## config.mk

```make
export PLATFORM = sky130hd
export DESIGN_NAME = radio_rx_en_ctrl
export DESIGN_NICKNAME = d
export VERILOG_FILES = /design/src/rtl/timing_engine_pkg.sv /design/src/rtl/sync_bit.sv /design/src/rtl/radio_rx_en_ctrl.sv
export SDC_FILE = /design/constraint.sdc
export NUM_CORES = 1
export LEC_CHECK = 0
export ABC_AREA = 1
export CAP_MARGIN = 20
export CORE_ASPECT_RATIO = 0.5
export CORE_MARGIN = 2
export CORE_UTILIZATION = 45
export DETAILED_ROUTE_END_ITERATION = 16
export DONT_BUFFER_PORTS = 1
export HOLD_SLACK_MARGIN = 0.03
export SYNTH_ARGS = -nofsm -noshare
export SYNTH_HDL_FRONTEND = slang
export SYNTH_SLANG_ARGS = --single-unit
```

## constraint.sdc

```tcl
create_clock -name ck -period 2.7 [get_ports ck]
set_input_delay 0.54 -clock ck [delete_from_list [all_inputs] [get_ports ck]]
set_output_delay 0.54 -clock ck [all_outputs]
set_load 0.01 [all_outputs]
```

## src/rtl/timing_engine_pkg.sv

```systemverilog
// Shared timing-engine types and defaults: receive-enable FSM states, default
// cycle constants and the counter-width sanity check used at elaboration.
package timing_engine_pkg;

  typedef enum logic [1:0] {
    IDLE     = 2'd0,
    WARMUP   = 2'd1,
    ACTIVE   = 2'd2,
    COOLDOWN = 2'd3
  } rx_state_e;

  localparam int DEF_SYNC_STAGES     = 2;
  localparam int DEF_WARMUP_CYCLES   = 8;
  localparam int DEF_COOLDOWN_CYCLES = 4;
  localparam int DEF_MAX_ON_CYCLES   = 1024;
  localparam int DEF_CNT_W           = 16;

  // True when a cnt_w-bit counter can represent every cycle constant.
  function automatic bit cnt_w_fits(int cnt_w, int warmup, int cooldown, int max_on);
    int largest;
    largest = warmup;
    if (cooldown > largest) largest = cooldown;
    if (max_on > largest) largest = max_on;
    return (cnt_w >= 31) || ((cnt_w >= 1) && (largest < (1 << cnt_w)));
  endfunction

endpackage

```

## src/rtl/sync_bit.sv

```systemverilog
// Level synchronizer: SYNC_STAGES flop chain into the local clock, async reset to 0.
module sync_bit #(
  parameter int SYNC_STAGES = 2
) (
  input  logic ck,
  input  logic arst,
  input  logic d,
  output logic q
);

  logic [SYNC_STAGES-1:0] chain;

  // NOTE: sequential state is written with <= so every flop samples pre-edge values.
  always_ff @(posedge ck or posedge arst) begin
    if (arst) chain <= '0;
    else      chain <= {chain[SYNC_STAGES-2:0], d};
  end

  assign q = chain[SYNC_STAGES-1];

endmodule

```

## src/rtl/radio_rx_en_ctrl.sv

```systemverilog
// Radio receive-enable sequencer: synchronized request -> warm-up -> active -> cool-down,
// with the M1/M3 isolation clamp. Define RADIO_RX_TIMEOUT_EN to add the active-window watchdog.
module radio_rx_en_ctrl
  import timing_engine_pkg::*;
#(
  parameter int SYNC_STAGES     = DEF_SYNC_STAGES,
  parameter int WARMUP_CYCLES   = DEF_WARMUP_CYCLES,
  parameter int COOLDOWN_CYCLES = DEF_COOLDOWN_CYCLES,
  parameter int MAX_ON_CYCLES   = DEF_MAX_ON_CYCLES,
  parameter int CNT_W           = DEF_CNT_W
) (
  input  logic ck,
  input  logic arst,
  input  logic rx_req_async,
  input  logic isolateM1M3,
  output logic radio_pwr_en,
  output logic radioRxEnSynced,
  output logic rx_on_pulse,
  output logic busy,
  output logic rx_timeout
);

  if (!cnt_w_fits(CNT_W, WARMUP_CYCLES, COOLDOWN_CYCLES, MAX_ON_CYCLES)) begin : g_bad_cnt_w
    $error("radio_rx_en_ctrl: CNT_W too narrow for the cycle parameters");
  end
  if (SYNC_STAGES < 2 || SYNC_STAGES > 4) begin : g_bad_sync
    $error("radio_rx_en_ctrl: SYNC_STAGES must be 2..4");
  end

  localparam logic [CNT_W-1:0] CNT_ONE   = CNT_W'(1);
  localparam logic [CNT_W-1:0] WARM_LOAD = CNT_W'((WARMUP_CYCLES > 0) ? WARMUP_CYCLES - 1 : 0);
  localparam logic [CNT_W-1:0] COOL_LOAD = CNT_W'((COOLDOWN_CYCLES > 0) ? COOLDOWN_CYCLES - 1 : 0);
  localparam logic [CNT_W-1:0] ON_LOAD   = CNT_W'((MAX_ON_CYCLES > 0) ? MAX_ON_CYCLES - 1 : 0);

  // Zero-length phases are skipped at elaboration so the counter never wraps.
  localparam rx_state_e        ARM_STATE  = (WARMUP_CYCLES > 0) ? WARMUP : ACTIVE;
  localparam logic [CNT_W-1:0] ARM_LOAD   = (WARMUP_CYCLES > 0) ? WARM_LOAD : ON_LOAD;
  localparam rx_state_e        EXIT_STATE = (COOLDOWN_CYCLES > 0) ? COOLDOWN : IDLE;

  logic             req_s;
  rx_state_e        state, state_next;
  logic [CNT_W-1:0] cnt, cnt_next;
`ifdef RADIO_RX_TIMEOUT_EN
  logic             timeout_hit;
`endif

  sync_bit #(.SYNC_STAGES(SYNC_STAGES)) u_req_sync (
    .ck   (ck),
    .arst (arst),
    .d    (rx_req_async),
    .q    (req_s)
  );

  // NOTE: defaults first so every path assigns every output and no latch is inferred.
  always_comb begin
    state_next = state;
    cnt_next   = cnt;
`ifdef RADIO_RX_TIMEOUT_EN
    timeout_hit = 1'b0;
`endif
    unique case (state)
      IDLE: begin
        if (req_s && !isolateM1M3 && !rx_timeout) begin
          state_next = ARM_STATE;
          cnt_next   = ARM_LOAD;
        end
      end
      WARMUP: begin
        if (isolateM1M3 || !req_s) begin
          state_next = EXIT_STATE;
          cnt_next   = COOL_LOAD;
        end else if (cnt == '0) begin
          state_next = ACTIVE;
          cnt_next   = ON_LOAD;
        end else begin
          cnt_next = cnt - CNT_ONE;
        end
      end
      ACTIVE: begin
        if (isolateM1M3 || !req_s) begin
          state_next = EXIT_STATE;
          cnt_next   = COOL_LOAD;
        end
`ifdef RADIO_RX_TIMEOUT_EN
        else if (cnt == '0) begin
          state_next  = EXIT_STATE;
          cnt_next    = COOL_LOAD;
          timeout_hit = 1'b1;
        end else begin
          cnt_next = cnt - CNT_ONE;
        end
`endif
      end
      COOLDOWN: begin
        if (cnt == '0) state_next = IDLE;
        else           cnt_next   = cnt - CNT_ONE;
      end
    endcase
  end

  always_ff @(posedge ck or posedge arst) begin
    if (arst) begin
      state       <= IDLE;
      cnt         <= '0;
      rx_on_pulse <= 1'b0;
    end else begin
      state       <= state_next;
      cnt         <= cnt_next;
      rx_on_pulse <= (state_next == ACTIVE) && (state != ACTIVE);
    end
  end

`ifdef RADIO_RX_TIMEOUT_EN
  // Sticky until the requester lets go, so a stuck request cannot re-arm the radio.
  always_ff @(posedge ck or posedge arst) begin
    if (arst)                           rx_timeout <= 1'b0;
    else if (timeout_hit)               rx_timeout <= 1'b1;
    else if (state == IDLE && !req_s)   rx_timeout <= 1'b0;
  end
`else
  assign rx_timeout = 1'b0;
`endif

  // The clamp gates the registered decodes combinationally so isolation bites this cycle.
  assign radio_pwr_en    = ((state == WARMUP) || (state == ACTIVE)) && !isolateM1M3;
  assign radioRxEnSynced = (state == ACTIVE) && !isolateM1M3;
  assign busy            = (state != IDLE);

endmodule

```

==> flow_summary.toml <==
[run_status]
run_status = "completed"

[synth]
synth_cell_types = 23
synth.most_common_cell = "nand2_1"
syn_area_um2 = 1400
yosys-top-cells-area = "dfrtp_1 37%, nand2_1 15%, inv_1 7.8%"
synth-edff-count = 0
synth_fp_nets = 206
synthArstFlopShare = 1.00
synth_area_leader_cell = "dfrtp_1"
synth_seq_area_share = 0.375
synthFlopType = "dfrtp_1"
synth_warnings = 0
syn_area_per_cell_um2 = 7.16
synthCells = 196
synth-seq-cells = 21
synth_top_area_share = 0.375
synth_commonest_cells = "55 x nand2_1, 29 x inv_1, 29 x nor2_1"

[floorplan]
coreArea_um2 = 2980
initial_core_util = 0.471
die_area_um2 = 3610
ios = 9
rows = 14
die_h_um = 43.5
die_w_um = 83.0

[job]
maxCapViolCount = 0

[drt]
wirelength_um = 2750
via_per_inst = 4.83
wl_per_cell_um = 11.6
first_pass_iters = 4
drcViolationCount = 0
final_antenna_net_count = 0
vias = 1149
dr.first_iter.drc_count = 74

[global_route]
grt_util_all_layers = 0.170
grt_pass1_vias = 1076
antenna_found_initial = 0
overflow = 0
grt_pass1_wl_um = 4900
grt_max_degree = 22

[timing]
setup_tns_ns = 0
period_needed_ns = 1.84
hold_viol = 0
setup_viol_count_final = 0
slew_headroom = 0.449
fmax_mhz = 545
skew_ns = 0.00622
tightest_slew_ns = 0.825
fin_crit_sh = 0.680
maxSlewViolCount = 0
rsz0062_at_grt = "no"

[placement]
dp.cells = 234
place_congestion = 0.785
numPortBuffers = 0
post_dp_cell_area_um2 = 1430
place_hpwl_um = 2110

[cts]
h-tree-depth = 1
root_buffer = "clkbuf_8"
clock-sinks = 21
cts_setup_buffers = 0
cts_tree = "built"
postCtsHoldBufs = 0
clock_latency_ns = 0.26
cts_buffer_depth = 2
cts_buffers = 3
cts.clk_slew.worst_paths_ns = 0.08
cts_resized = 0

[setup_path]
cp-start-kind = "flip-flop"
crit_chain = "inv_1, ha_1, nand3_4, nor2_4, nand2_1, nand2_1, nand3_1, inv_1, nor2_1"
slowest_delay_ns = 0.36
worst_ep_arrival_time_ns = 1.99
cp-end-kind = "flip-flop"
worstPathRequired_ns = 2.85
cp_slowest_cell = "dfrtp_1"
cp_max_fo = 6
critical_path_class = "flip-flop to flip-flop"

[pwr]
leakagePower_uw = 0.000766
vdd_ir_drop_max_uv = 711
finalPower_uw = 1860
powerDensity_nw_per_um2 = 1270

[cells_and_area]
final_net_count = 209
nFillCells = 314
postLayoutCoreUtil = 0.494
diodes = 0
regArea_um2 = 526
stdcell_area_um2 = 1470
fin_cells = 238
drive_gt1_frac = 0.0657
multiInputGateArea_um2 = 737
syn_to_final_growth_pct = 4.82

[min_path]
worstHoldPathType = "input pin to flip-flop"
==> power by group <==
group | internal, uW | leakage, uW | switching (uW)
Combinational | 376 | 0.000470 | 741
Sequential | 427 | 0.000274 | 113
Clock | 105 | 0.0000228 | 100
==> cell families (layout without fill, tap and decap cells) <==
logic type	count (synthesis)	in the layout	synth area share
adders and majority gates	6	6	0.0535
DFF	21	21	0.375
other	1	1	0.00267
and+or+nand+nor	108	108	0.347
AOI/OAI and AO/OA	22	22	0.0847
xor gates and xnor gates	6	6	0.0375
buffers and inverters	32	34	0.0999
==> through the flow <==
stage          hold slack [ns]  worst slack (ns)
5_1_grt                  0.294             0.669
3_5_place_dp             0.342             0.873
2_1_floorplan            0.331              1.11
4_1_cts                  0.299             0.863
6_report                 0.310             0.864
3_3_place_gp             0.333             0.864
==> routing by layer <==
metal	share of wire	vias to the layer above	routed length [um]	track usage
li1	-	608	-	-
met1	0.55	521	1510	0.239
met3	0.026	2	71	0.0457
met5	0	-	0	0
met4	0.0029	0	8	0.00984
met2	0.42	18	1160	0.282
==> worst max-delay path, delay by kind of cell, from the launching register on <==
kind                       cells  cell delay (ns)
adders and majority gates      1             0.29
and+or+nand+nor                6             0.79
buffers and inverters          2             0.30
DFF                            1             0.36
==> cell usage in the layout, fill, tap and decap left out <==
cell       n
nand2_1   55
nand4_1    2
nand3_1   12
clkbuf_1   1
clkbuf_8   3
a21oi_1    7
o21ai_2    1
dfrtp_1   21
inv_1     29
nor4_1     1
conb_1     1
o21ai_1    1
inv_2      1
nand3_4    2
xor2_1     6
nor3_1     1
ha_1       6
nor2_4     2
nand2_4    1
o21ai_0   11
nor2_2     3
o21bai_1   2
nor2_1    29
==> path summary, 6_finish.rpt <==
path	slack, ns	startpoint	endpoint	cells past startpoint
setup / recovery	0.86	cnt[0]	cnt[11]	9
hold / removal	0.31	rx_req_async	u_req_sync.chain[0]	0
setup reg to reg	0.86	cnt[0]	cnt[11]	9
hold reg to reg	0.35	u_req_sync.chain[0]	u_req_sync.chain[1]	0
max in group asynchronous	1.86	arst	cnt[5]	1
min in group asynchronous	0.33	arst	cnt[12]	1
==> registers in the layout, summed over array words and instances (netlist names) <==
register	count
u_req_sync.chain	2
cnt	16
state	2
rx_on_pulse	1
==> layout make-up <==
class,instances,share of cell area
clock buffer,4,0.0306
sequential,21,0.357
multi-input combinational,143,0.501
inverter,30,0.0766
tap,40,0.0340
(Power assumes the default switching activity.)
